[config.mk]
export PLATFORM = sky130hd
export DESIGN_NAME = riscv_dp_decode_stage
export DESIGN_NICKNAME = d
export VERILOG_FILES = /design/src/rtl/riscv_dp_decode_stage.sv
export SDC_FILE = /design/constraint.sdc
export NUM_CORES = 1
export LEC_CHECK = 0
export BUFFER_PORTS_ARGS = -buffer_cell sky130_fd_sc_hd__buf_2
export CORE_AREA = 2 2 127 129
export DETAILED_ROUTE_END_ITERATION = 10
export DIE_AREA = 0 0 129 131
export SLEW_MARGIN = 15
export SYNTH_ARGS = -nofsm -noshare
export SYNTH_HDL_FRONTEND = slang
export SYNTH_SLANG_ARGS = --single-unit
export TNS_END_PERCENT = 10
[constraint.sdc]
create_clock -name iclk -period 4.7 [get_ports iclk]
set_input_delay 0.235 -clock iclk [delete_from_list [all_inputs] [get_ports iclk]]
set_output_delay 0.235 -clock iclk [all_outputs]
set_load 0.005 [all_outputs]
[src/rtl/riscv_dp_decode_stage.sv]
// IF/ID stage: 2-entry skid buffer with opcode pre-decode to immediate-source select.
// Latency: an instruction accepted in cycle N is presented in cycle N+1.
// Backpressure: absorbs one stalled cycle in the skid entry; oready comes from registered state only.
module riscv_dp_decode_stage #(
    parameter int XLEN = 32
) (
    input  logic            iclk,
    input  logic            irst,
    input  logic            ivalid,
    output logic            oready,
    input  logic [31:0]     iinstr,
    input  logic [XLEN-1:0] ipc,
    input  logic            iflush,
    output logic            ovalid,
    input  logic            iready,
    output logic [24:0]     oinstr,
    output logic [2:0]      oimm_src,
    output logic [XLEN-1:0] opc,
    output logic            oillegal
);

    typedef enum logic [1:0] {EMPTY = 2'd0, ONE = 2'd1, FULL = 2'd2} state_t;

    state_t          state_q, state_d;

    // Head entry drives the outputs directly; skid entry holds the overflow.
    logic [24:0]     head_instr_q, skid_instr_q;
    logic [2:0]      head_src_q,   skid_src_q;
    logic [XLEN-1:0] head_pc_q,    skid_pc_q;
    logic            head_ill_q,   skid_ill_q;

    logic            push, pop;
    logic            load_head_in, load_head_skid, load_skid;
    logic [2:0]      in_src;
    logic            in_ill;

    assign oready   = (state_q != FULL);
    assign ovalid   = (state_q != EMPTY);
    assign push     = ivalid & oready & ~iflush;
    assign pop      = ovalid & iready;

    assign oinstr   = head_instr_q;
    assign oimm_src = head_src_q;
    assign opc      = head_pc_q;
    assign oillegal = head_ill_q;

    // Pre-decode the incoming opcode; the full 7-bit compare also rejects instr[1:0] != 11.
    always_comb begin
        in_src = 3'b000;
        in_ill = 1'b0;
        case (iinstr[6:0])
            7'b0000011, 7'b0010011, 7'b1100111: in_src = 3'b000; // load, op-imm, jalr
            7'b0100011:                         in_src = 3'b001; // store
            7'b1100011:                         in_src = 3'b010; // branch
            7'b1101111:                         in_src = 3'b011; // jal
            7'b0110111, 7'b0010111:             in_src = 3'b100; // lui, auipc
            7'b0110011, 7'b0001111, 7'b1110011: in_src = 3'b000; // op, fence, system
            default:                            in_ill = 1'b1;
        endcase
    end

    // Next occupancy and which entry gets loaded; flush overrides to EMPTY.
    always_comb begin
        state_d        = state_q;
        load_head_in   = 1'b0;
        load_head_skid = 1'b0;
        load_skid      = 1'b0;
        case (state_q)
            EMPTY: begin
                if (push) begin
                    state_d      = ONE;
                    load_head_in = 1'b1;
                end
            end
            ONE: begin
                if (push && pop) begin
                    load_head_in = 1'b1;
                end else if (push) begin
                    state_d   = FULL;
                    load_skid = 1'b1;
                end else if (pop) begin
                    state_d = EMPTY;
                end
            end
            FULL: begin
                if (pop) begin
                    state_d        = ONE;
                    load_head_skid = 1'b1;
                end
            end
            default: state_d = EMPTY;
        endcase
        if (iflush) begin
            state_d = EMPTY;
        end
    end

    // Occupancy and entry registers; data is only overwritten on load, never cleared.
    always_ff @(posedge iclk or posedge irst) begin
        if (irst) begin
            state_q      <= EMPTY;
            head_instr_q <= '0;
            head_src_q   <= 3'b000;
            head_pc_q    <= '0;
            head_ill_q   <= 1'b0;
            skid_instr_q <= '0;
            skid_src_q   <= 3'b000;
            skid_pc_q    <= '0;
            skid_ill_q   <= 1'b0;
        end else begin
            state_q <= state_d;
            if (load_head_in) begin
                head_instr_q <= iinstr[31:7];
                head_src_q   <= in_src;
                head_pc_q    <= ipc;
                head_ill_q   <= in_ill;
            end else if (load_head_skid) begin
                head_instr_q <= skid_instr_q;
                head_src_q   <= skid_src_q;
                head_pc_q    <= skid_pc_q;
                head_ill_q   <= skid_ill_q;
            end
            if (load_skid) begin
                skid_instr_q <= iinstr[31:7];
                skid_src_q   <= in_src;
                skid_pc_q    <= ipc;
                skid_ill_q   <= in_ill;
            end
        end
    end

endmodule

==> results of run 1 <==
==> stage by stage <==
step | setup slack, ps | utilization [%] | total power, W | area [sq um]
finish | 2334 | 42.86 | 0.003223 | 6685
detailed placement | 2277 | 39.13 | 0.001977 | 6103
floorplan | 1166 | - | 0.001769 | 5325
global route | 2107 | 42.86 | 0.003399 | 6685
CTS | 2286 | 42.80 | 0.003266 | 6676
global placement | 2353 | 39.13 | 0.001953 | 6103
==> cells by family after synthesis <==
logic type,Yosys count
simple gates,144
flops,124
compound gates,73
mux,61
buf+inv,27
xor+xnor,1
==> placed cells by master (no fill, tap or decap), types with 2 or more instances in the layout <==
cell | synthesis | layout
buf_2 | 8 | 131
clkinv_2 | 0 | 4
bufinv_16 | 0 | 2
mux2_4 | 50 | 50
clkbuf_1 | 2 | 5
nor2b_1 | 5 | 5
o21ai_0 | 4 | 4
a21oi_1 | 3 | 3
a22oi_1 | 58 | 58
mux2_2 | 3 | 3
nand2_1 | 122 | 122
clkbuf_8 | 0 | 3
a211oi_1 | 3 | 3
mux2i_1 | 2 | 2
nor2_1 | 3 | 3
clkbuf_16 | 0 | 17
dfrtp_1 | 124 | 124
buf_4 | 8 | 5
mux2_1 | 6 | 6
nand2b_1 | 4 | 4
==> worst paths after layout <==
| kind | start | end | slack [ps] | depth (start not counted) |
|---|---|---|---|---|
| worst max-delay path | state_q[1]$_DFFE_PP0P_ | opc[24]$_DFFE_PP0P_ | 2330 | 5 |
| worst min-delay path | irst | oinstr[5]$_DFFE_PP0P_ | 30 | 3 |
| worst max register to register | state_q[1]$_DFFE_PP0P_ | opc[24]$_DFFE_PP0P_ | 2330 | 5 |
| worst min register to register | opc[0]$_DFFE_PP0P_ | opc[0]$_DFFE_PP0P_ | 470 | 2 |
| max in group asynchronous | irst | skid_pc_q[12]$_DFFE_PP0P_ | 4030 | 3 |
| min in group iclk | iflush | state_q[0]$_DFFE_PP0P_ | 40 | 2 |
==> layer usage <==
metal | share of wire, % | track usage [%]
met1 | 46 | 20.03
met2 | 47 | 22.84
met3 | 6.0 | 5.212
met4 | 1.0 | 5.371
met5 | 0 | 0
==> registers in the layout (all words and copies together) (netlist names) <==
register,cells
skid_ill_q,1
oillegal,1
opc,32
oimm_src,3
skid_pc_q,32
state_q,2
skid_instr_q,25
oinstr,25
skid_src_q,3
==> where the power goes <==
part           internal, W  total (W)  switching (W)
clock network     0.000818    0.00126       0.000444
logic             0.000308   0.000522       0.000213
registers          0.00131    0.00144       0.000134
total              0.00243    0.00322       0.000792
==> final cells by class <==
class                      count  share of cell area (%)
tap                          216                   4.043
multi-input combinational    279                   30.51
timing repair buffer         136                   10.37
inverter                       1                 0.09358
sequential                   124                   46.42
clock buffer                  25                   7.262
clock inverter                 7                   1.310
==> worst max-delay path: stages, from the launching register on <==
cell and delay, ps:
dfrtp_1 450, and3b_2 490, a21oi_4 640, buf_4 480, nand2_1 120, nand2_1 90
==> synthesized netlist by cell type <==
cell type / instances
dfrtp_1: 124
nor3b_4: 1
nor3_1: 1
a21oi_1: 3
clkbuf_1: 2
o21ai_0: 4
mux2i_1: 2
a211oi_1: 3
nand2_4: 1
a21oi_2: 1
mux2_2: 3
xnor2_1: 1
mux2_4: 50
a2111oi_0: 1
nor2b_1: 5
and3b_1: 1
mux2_1: 6
a22oi_1: 58
buf_4: 8
a21o_1: 1
nand2b_1: 4
nor2_1: 3
or2_2: 1
and2_1: 1
o22a_1: 1
and3_1: 1
a31oi_1: 1
inv_1: 1
buf_2: 8
nor4_1: 1
nand2_1: 122
buf_6: 8
nand3_1: 1
nor3b_1: 1
==> results.md, run 1 <==
- Slew headroom: 42.20%
- Final-layout fill cell count: 1,434
- CTS Hold Bufs: 0
- Xor and xnor area share after synthesis: 0.1645%
- Pre-Repair DR Iteration Count: 4
- Hold crit path type: in2async
- Synthesized flop and latch total: 124
- Final Cycle Share: 50.35%
- Via Count: 3,770
- Worst Skew: 5.804 ps
- Area grow syn2layout: 25.54%
- Placer's final routability congestion estimate: 0.7212
- RSZ-0062 raised after global routing: no
- Simple-gate area share of the yosys netlist: 11.40%
- DR vias/cell: 4.784
- Mux share of post-synthesis cell area: 16.38%
- Die Footprint: 16,900 sq um
- Num CTS Buffers: 17
- Syn_area_per_cell: 12.38 sq um
- Clk_lat worst skew: 410 ps
- Max Cap Viol: 0
- Vias in the first global route: 3,860
- Die Width: 129 microns
- # setup viols final: 0
- Gr ovfl total: 0
- Reg area: 3103 sq um
- Sequential area share after synthesis: 58.27%
- # resized after CTS: 0
- WL per Instance: 15.58 microns
- Final hold violations: 0
- Fin Hold WS: 28.98 ps
- Total Wirelength: 12.27 mm
- Placed cell count: 756
- DRC: 0
- Share of layout cells above drive strength 1: 38.99%
- Maximum root-to-sink buffer count: 2
- Core Region: 15,600 sq um
- Pins over their slew limit: 0
- WS Path Type: reg2reg
- Synth Area in Compound Gates: 10.01%
- Post-synthesis adder-cell area fraction: 0%
- Ranking of synthesized cells by area: dfrtp_1 58%, mux2_4 14%, nand2_1 8.6%
- CTS H-tree lvls: 4
- Pin count of the biggest net entering global routing: 69
- Area fraction of the dominant cell type after synthesis: 58.27%
- Antenna violation net count after detailed routing: 0
- Clock slew at reported path FFs: 60 ps
- Leakage: 3.499 nW
- Mapped Cells: 430
- Startpoint types: flop
- Worst VDD drop: 250.6 uV
- Multi-input logic area: 2039 sq um
- Syn Nets: 499
- Crit path DAT: 2720 ps
- Sink Count: 124
- IO Pins: 132
- Initial antenna violation count: 0
- Post-synthesis cell area: 5325 sq um
- Largest family of logic cells by synthesized area: multiplexers
- Layout net count: 628
- Status: finished clean
- Synth area leader: dfrtp_1
- Worst-margin pin slew: 867.0 ps
- HPWL after detailed placement: 7.673 mm
- First-pass GRT wire length: 19.51 mm
- Initial core utilization: 34.14%
- Yosys warning count: 0
- GRT Resource Usage Total: 15.03%
- Layout Cells excl Fill: 788
- TritonCTS clock tree: yes
- Post CTS Setup Buffer Count: 0
- # port buffers: 131
- DR iter-0 viols: 193
- Minimum clock period: 2366 ps
- Setup TNS after final layout: 0 ps
- Die Ht: 131 microns
- Inserted Diodes: 0
- Critical path peak fanout: 33
- Clock tree root driver cell: clkbuf_16
- Crit end category: flop
- Row count: 46
- CP required: 5050 ps
- Pwr/cell area: 482.2 nW/um^2
- Fmax: 422.6 MHz
- Unique cell type count in the Yosys netlist: 34
Power figures use the tool's default switching activity.
==> run 2: changes to the inputs <==
==> constraint.sdc (replaced) <==
create_clock -name iclk -period 1.9 [get_ports iclk]
set_input_delay 0.095 -clock iclk [delete_from_list [all_inputs] [get_ports iclk]]
set_output_delay 0.095 -clock iclk [all_outputs]
set_load 0.005 [all_outputs]
==> run 2 against run 1 <==
Effect of this change: global-route usage up 0.87 points; core utilization up 5.4 points; power rose to 2.7 times the previous value; worst hold slack worse by 2.6 ps; maximum frequency up 36%; clock power rose to 2.9 times the previous value; largest cell class unchanged; highest routed layer unchanged.
==> results.md, run 2 (synthesis results as in run 1) <==
- Status: finished clean
- Die Footprint: 16,900 sq um (unchanged)
- DR iter-0 viols: 161 (-17%)
- IO Pins: 132 (unchanged)
- Antenna violation net count after detailed routing: 0 (unchanged)
- WL per Instance: 15.01 microns (-3.7%)
- Maximum root-to-sink buffer count: 2 (unchanged)
- WS Path Type: reg2reg
- Fmax: 574.1 MHz (+36%)
- Hold crit path type: in2reg
- Sink Count: 124 (unchanged)
- Row count: 46 (unchanged)
- Reg area: 3103 sq um (unchanged)
- Share of layout cells above drive strength 1: 36.46% (-2.5 points)
- Power, Total: 0.008575 W (+170%)
- Crit-path cells: and3b_2 -> buf_4 -> a22oi_1 -> nand2_1
- Slowest-stage cell, CP: buf_4
- Layout net count: 695 (+11%)
- Clk_lat worst skew: 410 ps (about the same)
- Max Cap Viol: 0 (unchanged)
- Min-delay src: iinstr[6]
- Initial core utilization: 34.14% (unchanged)
- DRC: 0 (unchanged)
- Critical path startpoint: state_q[1]$_DFFE_PP0P_
- Placer's final routability congestion estimate: 0.7693 (+6.7%)
- Num CTS Buffers: 17 (unchanged)
- Leakage: 3.863 nW (+10%)
- Worst-margin pin slew: 699.0 ps (-168.0 ps)
- TritonCTS clock tree: yes
- Via Count: 4,004 (+6.2%)
- Clock tree root driver cell: clkbuf_16
- Worst setup margin: 158.1 ps (-2176 ps)
- Die Width: 129 microns (unchanged)
- Final hold violations: 0 (unchanged)
- CP max stage delay: 530 ps (-110 ps)
- Pwr/cell area: 1138 nW/um^2 (+140%)
- Vias in the first global route: 4,125 (+6.9%)
- CP required: 2230 ps (-2820 ps)
- Commonest non-fill, non-tap cell in the layout: buf_2
- First-pass GRT wire length: 20.80 mm (+6.6%)
- Pre-Repair DR Iteration Count: 4 (unchanged)
- CTS H-tree lvls: 4 (unchanged)
- Clock slew at reported path FFs: 60 ps (about the same)
- Area grow syn2layout: 41.47%
- Final-layout fill cell count: 1,390 (-3.1%)
- Core Region: 15,600 sq um (unchanged)
- RSZ-0062 raised after global routing: no
- Post CTS Setup Buffer Count: 0 (unchanged)
- Gr ovfl total: 0 (unchanged)
- Initial antenna violation count: 1 (+1)
- Worst VDD drop: 574.0 uV (+130%)
- # setup viols final: 0 (unchanged)
- DR vias/cell: 4.678 (-2.2%)
- CTS Hold Bufs: 60 (+60)
- Setup TNS after final layout: 0 ps (unchanged)
- Critical path peak fanout: 47 (+42%)
- Die Ht: 131 microns (unchanged)
- Crit path DAT: 2080 ps (-640 ps)
- FF-to-FF Start: state_q[1]$_DFFE_PP0P_
- Slew headroom: 53.30% (+11 points)
- # resized after CTS: 0 (unchanged)
- Minimum clock period: 1742 ps (-624.4 ps)
- # port buffers: 131 (unchanged)
- Pin count of the biggest net entering global routing: 55 (-20%)
- Multi-input logic area: 2031 sq um (-0.43%)
- Crit end category: flop
- Total Wirelength: 12.85 mm (+4.7%)
- Worst Skew: 9.004 ps (+3.200 ps)
- Fin util: 48.30% (+5.4 points)
- Final Cycle Share: 91.68% (+41 points)
- GRT Resource Usage Total: 15.90% (+0.87 points)
- Pins over their slew limit: 0 (unchanged)
- HPWL after detailed placement: 7.947 mm (+3.6%)
- Post-Place Setup Slack: 179.5 ps (-2098 ps)
- Commonest non-fill, non-tap cells in the layout: 131 x buf_2, 124 x dfrtp_1, 122 x nand2_1
- Startpoint types: flop
## run 2: cell types whose count changed in the layout (fill, tap and decap cells not counted)
cell / delta
clkinv_2: -3
buf_4: -2
buf_12: +9
bufinv_16: +3
clkinv_4: +1
clkbuf_1: -3
nand2_8: -1
nand2_4: +1
dlygate4sd3_1: +60
inv_4: -1
diode_2: +1
clkinvlp_4: +3
## run 2: metrics by stage
step / cells / hold slack (ps) / instance area (sq um)
global placement: 763 / 243.4 / 6270
CTS: 855 / 3.232 / 7531
detailed placement: 763 / 235.4 / 6270
global route: 856 / 24.29 / 7533
finish: 856 / 26.41 / 7533
floorplan: 430 / 160.8 / 5329
## run 2: layout make-up
class / instances / share of cell area, %
Sequential cell: 124 / 41.19
Multi-Input combinational cell: 279 / 26.96
Timing Repair Buffer: 203 / 19.37
Clock buffer: 22 / 6.295
Tap cell: 216 / 3.587
Clock inverter: 10 / 2.475
Inverter: 1 / 0.09965
Antenna cell: 1 / 0.03322
## run 2: layer usage
layer	up-vias	share of wire (%)	wire length, microns	track usage, %
met1	1973	46	5955	20.62
met4	0	1.7	217	6.138
met2	121	47	6082	25.37
li1	1892	-	-	-
met3	18	4.6	590	4.520
met5	-	0	0	0
## run 2: worst paths after layout
kind / end / slack (ps) / depth (start not counted)
min in group asynchronous: oinstr[8]$_DFFE_PP0P_ / 350 / 3
min reg2reg: oinstr[11]$_DFFE_PP0P_ / 460 / 2
min: skid_src_q[1]$_DFFE_PP0P_ / 30 / 3
max: opc[17]$_DFFE_PP0P_ / 160 / 4
max in group asynchronous: opc[23]$_DFFE_PP0P_ / 990 / 4
max reg2reg: opc[17]$_DFFE_PP0P_ / 160 / 4
## run 2: critical path: cells and delay by family (launching register included)
family	cells	cell delay, ps
buffers and inverters	1	530
DFF	1	480
and+or+nand+nor	2	500
AOI/OAI and AO/OA	1	140
## run 2: report_power, final
group	switching (W)	total (W)	leakage, nW	internal, W
Sequential	0.000325	0.00355	1.54	0.00323
Combinational	0.000546	0.00142	2.01	0.000874
Clock	0.00117	0.00360	0.313	0.00243
==> run 3: changes to the inputs <==
--- a/config.mk
+++ b/config.mk
@@ -5,10 +5,10 @@
 export SDC_FILE = /design/constraint.sdc
 export NUM_CORES = 1
 export LEC_CHECK = 0
-export BUFFER_PORTS_ARGS = -buffer_cell sky130_fd_sc_hd__buf_2
 export CORE_AREA = 2 2 127 129
 export DETAILED_ROUTE_END_ITERATION = 10
 export DIE_AREA = 0 0 129 131
+export DONT_BUFFER_PORTS = 1
 export SLEW_MARGIN = 15
 export SYNTH_ARGS = -nofsm -noshare
 export SYNTH_HDL_FRONTEND = slang
==> run 3 against run 2 <==
Effect of this change: maximum frequency is 1.4% higher; sequential share of layout area grew 4.3 points; cell count shrank 15%; clock power decreased by 10%; power down 6.9%; combinational power fell by 22%; largest power group is now sequential cells.
==> results.md, run 3 (synthesis results as in run 1) <==
- Crit-path cells: nor3b_4 -> and2_2 -> buf_4 -> a22oi_1 -> nand2_1
- Worst Hold Depth: 3 (unchanged)
- Initial antenna violation count: 0 (-1)
- Layout net count: 569 (-18%)
- Placer's final routability congestion estimate: 0.7695 (about the same)
- Reg area: 3103 sq um (unchanged)
- GRT Resource Usage Total: 15.53% (-0.36 points)
- Final Cycle Share: 90.41% (-1.3 points)
- Hold crit path type: in2reg
- Final-layout fill cell count: 1,414 (+1.7%)
- Worst Skew: 5.517 ps (-3.488 ps)
- Maximum root-to-sink buffer count: 2 (unchanged)
- Core Region: 15,600 sq um (unchanged)
- Share of layout cells above drive strength 1: 18.91% (-18 points)
- Pins over their slew limit: 0 (unchanged)
- Top Family by Delay on Critical Path: simple AND/OR/NAND/NOR gates
- Startpoint types: flop
- Commonest non-fill, non-tap cells in the layout: 124 x dfrtp_1, 122 x nand2_1, 66 x dlygate4sd3_1
- Initial core utilization: 34.14% (unchanged)
- Flop2flop setup slack: 180 ps (+20 ps)
- Die Width: 129 microns (unchanged)
- WS Path Type: reg2reg
- # setup viols final: 0 (unchanged)
- FF-to-FF Start: state_q[1]$_DFFE_PP0P_
- Post-Place Setup Slack: 180.3 ps (+0.8150 ps)
- Clk_lat worst skew: 410 ps (about the same)
- Gr ovfl total: 0 (unchanged)
- RSZ-0062 raised after global routing: no
- Fmax: 582.2 MHz (+1.4%)
- IO Pins: 132 (unchanged)
- Clock slew at reported path FFs: 50 ps (about the same)
- Pre-Repair DR Iteration Count: 4 (unchanged)
- Inserted Diodes: 0 (-1)
- Via Count: 3,607 (-9.9%)
- Cell depth of the worst setup path: 5 (+1)
- Die Footprint: 16,900 sq um (unchanged)
- # port buffers: 0 (-100%)
- DR iter-0 viols: 171 (+6.2%)
- Clock tree root driver cell: clkbuf_16
- Row count: 46 (unchanged)
- First-pass GRT wire length: 20.12 mm (-3.3%)
- Commonest non-fill, non-tap cell in the layout: dfrtp_1
- Crit path DAT: 2060 ps (-20 ps)
- Total Wirelength: 12.55 mm (-2.3%)
- Max Cap Viol: 0 (unchanged)
- Buf+Inv Stages, Crit Path: 1 (unchanged)
- Multi-input logic area: 2031 sq um (unchanged)
- Worst Reg-to-Reg Cells: 5 (+1)
- Layout Cells excl Fill: 729 (-15%)
- Antenna violation net count after detailed routing: 0 (unchanged)
- Post CTS Setup Buffer Count: 0 (unchanged)
- Final hold violations: 0 (unchanged)
- CTS H-tree lvls: 4 (unchanged)
- Worst-margin pin slew: 528.4 ps (-170.6 ps)
- Slew headroom: 64.45% (+11 points)
- Pin count of the biggest net entering global routing: 58 (+5.5%)
- Vias in the first global route: 3,955 (-4.1%)
- Sink Count: 124 (unchanged)
- Crit end category: flop
- Slowest-stage cell, CP: dfrtp_1
- Num CTS Buffers: 17 (unchanged)
- Die Ht: 131 microns (unchanged)
- Min-delay src: iready
- Leakage: 3.296 nW (-15%)
- Area grow syn2layout: 28.03%
- Worst VDD drop: 623.4 uV (+8.6%)
- TritonCTS clock tree: yes
- Pwr/cell area: 1171 nW/um^2 (+2.8%)
- Worst flop-to-flop path endpoint: opc[19]$_DFFE_PP0P_
- CP max stage delay: 460 ps (-70 ps)
- DR vias/cell: 4.948 (+5.8%)
- CP required: 2240 ps (about the same)
- Placed cell count: 631 (-17%)
- Status: finished clean
- Worst Hold End: state_q[0]$_DFFE_PP0P_
- DRC: 0 (unchanged)
- Critical path peak fanout: 31 (-34%)
- Worst setup margin: 182.3 ps (+24.22 ps)
- Setup TNS after final layout: 0 ps (unchanged)
- HPWL after detailed placement: 7.747 mm (-2.5%)
- WL per Instance: 17.22 microns (+15%)
- Minimum clock period: 1718 ps (-24.22 ps)
run 3: per-stage QoR:
| step | util [%] | hold WS [ps] | total power (W) | area, sq um |
|---|---|---|---|---|
| 2_1_floorplan | - | 160.8 | 0.004377 | 5329 |
| 3_3_place_gp | 35.71 | -41.35 | 0.004566 | 5569 |
| 3_5_place_dp | 35.71 | -35.75 | 0.004636 | 5569 |
| 4_1_cts | 43.71 | 1.971 | 0.008080 | 6818 |
| 5_1_grt | 43.71 | 21.63 | 0.008380 | 6818 |
| 6_report | 43.71 | 24.42 | 0.007980 | 6818 |
run 3: layout make-up:
type	instances	area share [%]
Multi-Input combinational cell	279	29.79
Clock inverter	7	1.652
Tap cell	216	3.964
Sequential cell	124	45.51
Timing Repair Buffer	77	12.00
Clock buffer	25	6.974
Inverter	1	0.1101
run 3: worst max path at each step:
stage                           start                        end  slack (ps)
2_1_floorplan                    irst       oillegal$_DFFE_PP0P_         280
3_3_place_gp   state_q[1]$_DFFE_PP0P_  skid_pc_q[11]$_DFFE_PP0P_         250
3_5_place_dp   state_q[1]$_DFFE_PP0P_  skid_pc_q[10]$_DFFE_PP0P_         180
4_1_cts        state_q[1]$_DFFE_PP0P_  skid_pc_q[10]$_DFFE_PP0P_         170
5_1_grt        state_q[1]$_DFFE_PP0P_      oinstr[4]$_DFFE_PP0P_          90
6_report       state_q[1]$_DFFE_PP0P_        opc[19]$_DFFE_PP0P_         180
run 3: per-layer routing:
layer	up-vias	global-route usage [%]	part of all wire, %	wire (microns)
li1	1641	-	-	-
met5	-	0	0	0
met1	1825	18.67	43	5428
met2	115	25.65	49	6140
met4	0	7.353	2.2	272
met3	26	4.723	5.7	712
run 3: power breakdown:
part | internal, W | switching, W
clock network | 0.00213 | 0.00112
registers | 0.00323 | 0.000396
logic | 0.000684 | 0.000425
run 3: repair_timing:
item                      in CTS  in global routing
hold buffers                  66                  0
resized for setup              0                  0
hold endpoints to repair     246                  0
run 3: tightest hold or removal path, cell delays in order:
cell     delay, ps
a21oi_1        120
o22a_1         140
nor2_1          40
